**src/rtl/intr_ctrl.sv**
```systemverilog
// -----------------------------------------------------------------------------
// intr_ctrl -- eight-input prioritised interrupt controller
//
// Purpose:
//   Collects eight device request lines into a PEND register. Each line is
//   either edge-triggered (sticky, write-1-to-clear) or level-sensitive
//   (PEND tracks the line every clock), as selected by EDGE. Lines enabled by
//   MASK raise a registered intr to the CPU. The CPU acknowledges with inta.
//   At that point the lowest-numbered active line is latched as the in-service
//   vector, and the controller stays busy until software writes EOI.
//   There is no nesting. Requests that arrive during service stay pending.
//
// Ports:
//   clk     in   1  single clock, rising edge
//   clrn    in   1  asynchronous active-low reset
//   irq     in   8  device request lines, bit 0 highest priority
//   intr    out  1  registered interrupt request to the CPU
//   inta    in   1  interrupt acknowledge pulse from the CPU
//   addr    in   2  register select: 0 PEND, 1 MASK, 2 EDGE, 3 VEC/EOI
//   we      in   1  register write strobe
//   wdata   in  32  write data, bits [7:0] used
//   rdata   out 32  combinational read of the selected register
//   vector  out  3  ID of the interrupt in service
//   busy    out  1  high while an interrupt is in service
// -----------------------------------------------------------------------------
module intr_ctrl #(
  parameter logic [7:0] RESET_MASK = 8'h00,
  parameter logic [7:0] RESET_EDGE = 8'h00
) (
  input  logic        clk,
  input  logic        clrn,
  input  logic [7:0]  irq,
  output logic        intr,
  input  logic        inta,
  input  logic [1:0]  addr,
  input  logic        we,
  input  logic [31:0] wdata,
  output logic [31:0] rdata,
  output logic [2:0]  vector,
  output logic        busy
);

  typedef enum logic [1:0] {
    ST_IDLE = 2'd0,
    ST_REQ  = 2'd1,
    ST_SERV = 2'd2
  } state_t;

  state_t      state_reg, state_next;

  logic [7:0]  irq_d_reg;
  logic [7:0]  pend_reg, pend_next;
  logic [7:0]  mask_reg;
  logic [7:0]  edge_reg;
  logic [2:0]  vector_reg, vector_next;
  logic        intr_reg, intr_next;
  logic        busy_reg, busy_next;

  logic        wr_pend, wr_mask, wr_edge, wr_eoi;
  logic [7:0]  act;
  logic        act_any;
  logic [2:0]  act_idx;
  logic        ack;
  logic [7:0]  ack_bit;
  logic [7:0]  rise;

  // Only the low byte of the write bus carries register data.
  logic        unused_wdata;
  assign unused_wdata = ^wdata[31:8];

  // ---------------------------------------------------------------------------
  // Register decode
  // ---------------------------------------------------------------------------
  assign wr_pend = we && (addr == 2'd0);
  assign wr_mask = we && (addr == 2'd1);
  assign wr_edge = we && (addr == 2'd2);
  assign wr_eoi  = we && (addr == 2'd3);

  // Active requests are taken from this cycle's registers. A MASK write that
  // coincides with inta therefore does not affect which line is acknowledged.
  assign act     = pend_reg & mask_reg;
  assign act_any = |act;

  // Priority encoder: the lowest set index wins. Scan from the top so that the
  // last assignment is the lowest set bit.
  always_comb begin
    act_idx = 3'd0;
    for (int i = 7; i >= 0; i--) begin
      if (act[i]) act_idx = 3'(i);
    end
  end

  // The acknowledge is accepted only in REQ while something is still active.
  // If inta arrives with act=0, the request has gone away and the FSM returns
  // to IDLE instead.
  assign ack = (state_reg == ST_REQ) && inta && act_any;

  // ---------------------------------------------------------------------------
  // Per-line pending logic
  // ---------------------------------------------------------------------------
  genvar gi;
  generate
    for (gi = 0; gi < 8; gi++) begin : g_pend
      assign rise[gi]    = irq[gi] & ~irq_d_reg[gi];
      assign ack_bit[gi] = ack && (act_idx == 3'(gi));
      // Edge mode is sticky and is cleared by write-1-to-clear or by the
      // acknowledge. A fresh rising edge in the same cycle takes priority, so
      // that edge is not lost. Level mode just registers the line.
      assign pend_next[gi] = edge_reg[gi]
                           ? (rise[gi] | (pend_reg[gi]
                                          & ~(wr_pend & wdata[gi])
                                          & ~ack_bit[gi]))
                           : irq[gi];
    end
  endgenerate

  // The mode used for the PEND update is the EDGE value before any write in
  // this cycle. A write to EDGE therefore leaves PEND's behaviour unchanged
  // until the next cycle.
  always_ff @(posedge clk or negedge clrn) begin
    if (!clrn) begin
      irq_d_reg <= 8'h00;
      pend_reg  <= 8'h00;
      mask_reg  <= RESET_MASK;
      edge_reg  <= RESET_EDGE;
    end else begin
      irq_d_reg <= irq;
      pend_reg  <= pend_next;
      if (wr_mask) mask_reg <= wdata[7:0];
      if (wr_edge) edge_reg <= wdata[7:0];
    end
  end

  // ---------------------------------------------------------------------------
  // FSM: state register
  // ---------------------------------------------------------------------------
  always_ff @(posedge clk or negedge clrn) begin
    if (!clrn) state_reg <= ST_IDLE;
    else       state_reg <= state_next;
  end

  // ---------------------------------------------------------------------------
  // FSM: next-state logic
  // ---------------------------------------------------------------------------
  always_comb begin
    state_next = state_reg;
    case (state_reg)
      ST_IDLE: begin
        if (act_any) state_next = ST_REQ;
      end
      ST_REQ: begin
        // A withdrawn or masked request has priority over inta.
        if (!act_any)  state_next = ST_IDLE;
        else if (inta) state_next = ST_SERV;
      end
      ST_SERV: begin
        if (wr_eoi) state_next = ST_IDLE;
      end
      default: state_next = ST_IDLE;
    endcase
  end

  // ---------------------------------------------------------------------------
  // FSM: output logic
  // intr and busy are decoded from the next state and then registered. This
  // keeps them glitch-free and exactly aligned with the state register.
  // ---------------------------------------------------------------------------
  always_comb begin
    intr_next   = (state_next == ST_REQ);
    busy_next   = (state_next == ST_SERV);
    vector_next = vector_reg;
    if (ack) vector_next = act_idx;
  end

  always_ff @(posedge clk or negedge clrn) begin
    if (!clrn) begin
      intr_reg   <= 1'b0;
      busy_reg   <= 1'b0;
      vector_reg <= 3'd0;
    end else begin
      intr_reg   <= intr_next;
      busy_reg   <= busy_next;
      vector_reg <= vector_next;
    end
  end

  assign intr   = intr_reg;
  assign busy   = busy_reg;
  assign vector = vector_reg;

  // ---------------------------------------------------------------------------
  // Read mux
  // ---------------------------------------------------------------------------
  always_comb begin
    rdata = 32'h0;
    case (addr)
      2'd0: rdata = {24'h0, pend_reg};
      2'd1: rdata = {24'h0, mask_reg};
      2'd2: rdata = {24'h0, edge_reg};
      2'd3: rdata = {28'h0, busy_reg, vector_reg};
      default: rdata = 32'h0;
    endcase
  end

endmodule

```
**config.mk**
```make
export PLATFORM = sky130hd
export DESIGN_NAME = intr_ctrl
export DESIGN_NICKNAME = d
export VERILOG_FILES = /design/src/rtl/intr_ctrl.sv
export SDC_FILE = /design/constraint.sdc
export NUM_CORES = 1
export LEC_CHECK = 0
export CORE_MARGIN = 2
export CORE_UTILIZATION = 56
export DETAILED_ROUTE_END_ITERATION = 6
export DONT_BUFFER_PORTS = 1
export HOLD_SLACK_MARGIN = 0.12
export PLACE_DENSITY = 0.74
export SYNTH_ARGS = -nofsm -noshare
export SYNTH_HDL_FRONTEND = slang
export SYNTH_SLANG_ARGS = --single-unit
```
**constraint.sdc**
```tcl
create_clock -name clk -period 1.4 [get_ports clk]
set_input_delay 0.28 -clock clk [delete_from_list [all_inputs] [get_ports clk]]
set_output_delay 0.28 -clock clk [all_outputs]
set_load 0.02 [all_outputs]
```
==> results of run 1 <==
-- cell families (layout without fill, tap and decap cells) --
logic type / count (synthesis) / after routing / synth area share, %
buffers and inverters: 27 / 77 / 9.771
other: 1 / 24 / 0.1808
AO/OA/AOI/OAI: 46 / 46 / 17.49
AND/OR/NAND/NOR: 41 / 41 / 9.831
flip-flops: 39 / 39 / 47.04
multiplexers: 25 / 25 / 15.68
-- where the power goes --
part           switching, uW  internal [uW]  total (uW)
clock                    406            448         854
sequential               211           1370        1590
combinational           1010            991        2000
-- cell usage after synthesis (all sizes together) (2+ instances only) --
master  number  area [um2]
a22o         4       35.03
o21ai        7       42.54
nand2       24       90.09
a21boi       4       30.03
mux4         4       93.84
mux2        17       191.4
a31oi        5       37.53
dfrtp       39       975.9
nand3b       2       22.52
a22oi        7       85.08
mux2i        4       40.04
a21oi       11       55.05
a211oi       2       15.01
nand4        2       12.51
buf         27       202.7
nor2         3       11.26
nand3        3       15.01
-- critical path: stages (launching register included) --
cell and delay (ps):
dfrtp_1 400, buf_6 120, mux4_2 530
-- per-layer routing --
metal  global-route usage [%]  share of wire [%]
met1                    34.64                 38
met2                    46.13                 54
met3                    8.681                6.8
met4                    9.043                1.2
met5                        0                  0
-- worst min-delay path by stage --
stage / slack, ps / depth (start not counted) / endpoint
6_report: 130 / 1 / edge_reg[2]$_DFFE_PN0P_
4_1_cts: 120 / 1 / pend_reg[2]$_DFF_PN0_
2_1_floorplan: -20 / 0 / busy$_DFF_PN0_
5_1_grt: 120 / 1 / mask_reg[4]$_DFFE_PN0P_
3_5_place_dp: -10 / 0 / mask_reg[6]$_DFFE_PN0P_
3_3_place_gp: -10 / 0 / mask_reg[6]$_DFFE_PN0P_
-- stage by stage --
| stage | total power [uW] | hold WS [ps] | util [%] | area, um2 |
|---|---|---|---|---|
| after detailed placement | 2989 | -14.70 | 62.21 | 2243 |
| after global routing | 4644 | 122.0 | 79.42 | 2864 |
| after floorplan | 2497 | -15.59 | - | 2161 |
| final | 4438 | 131.2 | 79.42 | 2864 |
| after global placement | 2925 | -14.70 | 62.21 | 2243 |
| after CTS | 4225 | 122.4 | 75.82 | 2734 |
-- cell type report --
type                    count  area, um2  share of cell area, %
flip-flops and latches     39      978.4                  34.16
multi-input cells         136       1096                  38.27
well taps                  48      60.06                  2.097
clock inverters             1      7.507                 0.2621
clock buffers               7      96.34                  3.364
repair buffers             69      625.6                  21.84
-- repair_timing --
| action | in CTS | in global routing |
|---|---|---|
| setup buffers | 21 | 4 |
| hold endpoints to repair | 51 | 5 |
| hold buffers | 11 | 4 |
| endpoints found under the setup margin | 12 | 20 |
| gates resized for setup | 30 | 14 |
| pin swaps | 14 | 7 |
==> results.ini, run 1 <==
[outcome]
status=complete, but fails checks
violations=setup timing

[die]
io_pins=83
dieWidth_um=64.87
die_y_um=64.87
core_region_area_um2=3606
rows=22
initial_core_util_pct=57.53
die-area_um2=4207

[clocking]
root_buffer=clkbuf_8
ctsHtreeMaxLevel=2
numCtsBuffers=5
cts.sinks=39
clock_path_buffers=2
clkTransAtPathRegs_ps=80
cts_tree=done
clock_latency_ps=300

[routing]
avgViaCountPerCell=5.750
drt_drc_violations_left=0
first_pass_iters=4
drt_iter0_drc=111
ant_nets=0
vias=1725
wirelength_um=5552
routedWlPerCell_um=18.51

[placement]
pre_cts_ws_ps=-37.01
dp_hpwl_um=3372
portBuffers=0
dp_cells=253
gp_congestion=0.8880

[critical_path]
start_kind=register
arrival_ps=1350
crit_start=mask_reg[2]$_DFFE_PN0P_
cp-end-kind=primary output
reg2reg_from=pend_reg[5]$_DFF_PN0_
worstSetupPathType=reg -> out
crit_fanout=2
critPathRequiredTime_ps=1120
r2r-end=vector[0]$_DFFE_PN0P_
reg2regPathDepth=5
r2r_slack_ps=-140
crit_path_end=rdata[2]

[logic_synthesis]
synth_edf_count=0
synth_flop_cell=dfrtp_1
seq_area_frac_synth_pct=47.04
async_reset_ff_share_pct=100.0
postSynthCellCount=179
ys_warn_count=0
syn_area_um2=2074
synth.avg_cell_area_um2=11.59
synth_seq_cells=39
synth_cell_type_count=36

[timing]
hold_violations=0
fin_crit_sh_pct=116.3
fin_crit_ps=1628
max_freq_mhz=614.4
setup_violations=14
layout_setup_ws_ps=-227.6
slew_violations=0
finClkSkew_ps=6.246
tns_ps=-1745
rsz0062_at_grt=yes

[global_route]
overflow=0
antenna_found_initial=0
grt.total_usage_pct=27.83
grt_pass1_wl_um=8832
grt_pass1_vias=1802
grt_max_degree=40

[layout]
synthToLayoutAreaGrowth_pct=38.06
fillers=220
final_nets=297
drive_gt1_share_pct=44.44
final_cell_mix=buf_4 (38), dfrtp_1 (37), conb_1 (24)
final_cells=300
diodes=0
final_common_cell=buf_4

[power]
power.density_nw_per_um2=1549
leakage_uw=0.001276
peakVddDrop_mv=1.069

[run]
max_cap_violations=0

[worst_hold_path]
holdCritPathClass=in -> reg
min_from=wdata[2]

Power figures use the tool's default switching activity.
==> run 2: changes to the inputs <==
Settings changed: GPL_ROUTABILITY_DRIVEN set to 0.
==> results of run 2 <==
The final DEF is identical to that of run 1; final timing and power are the same.
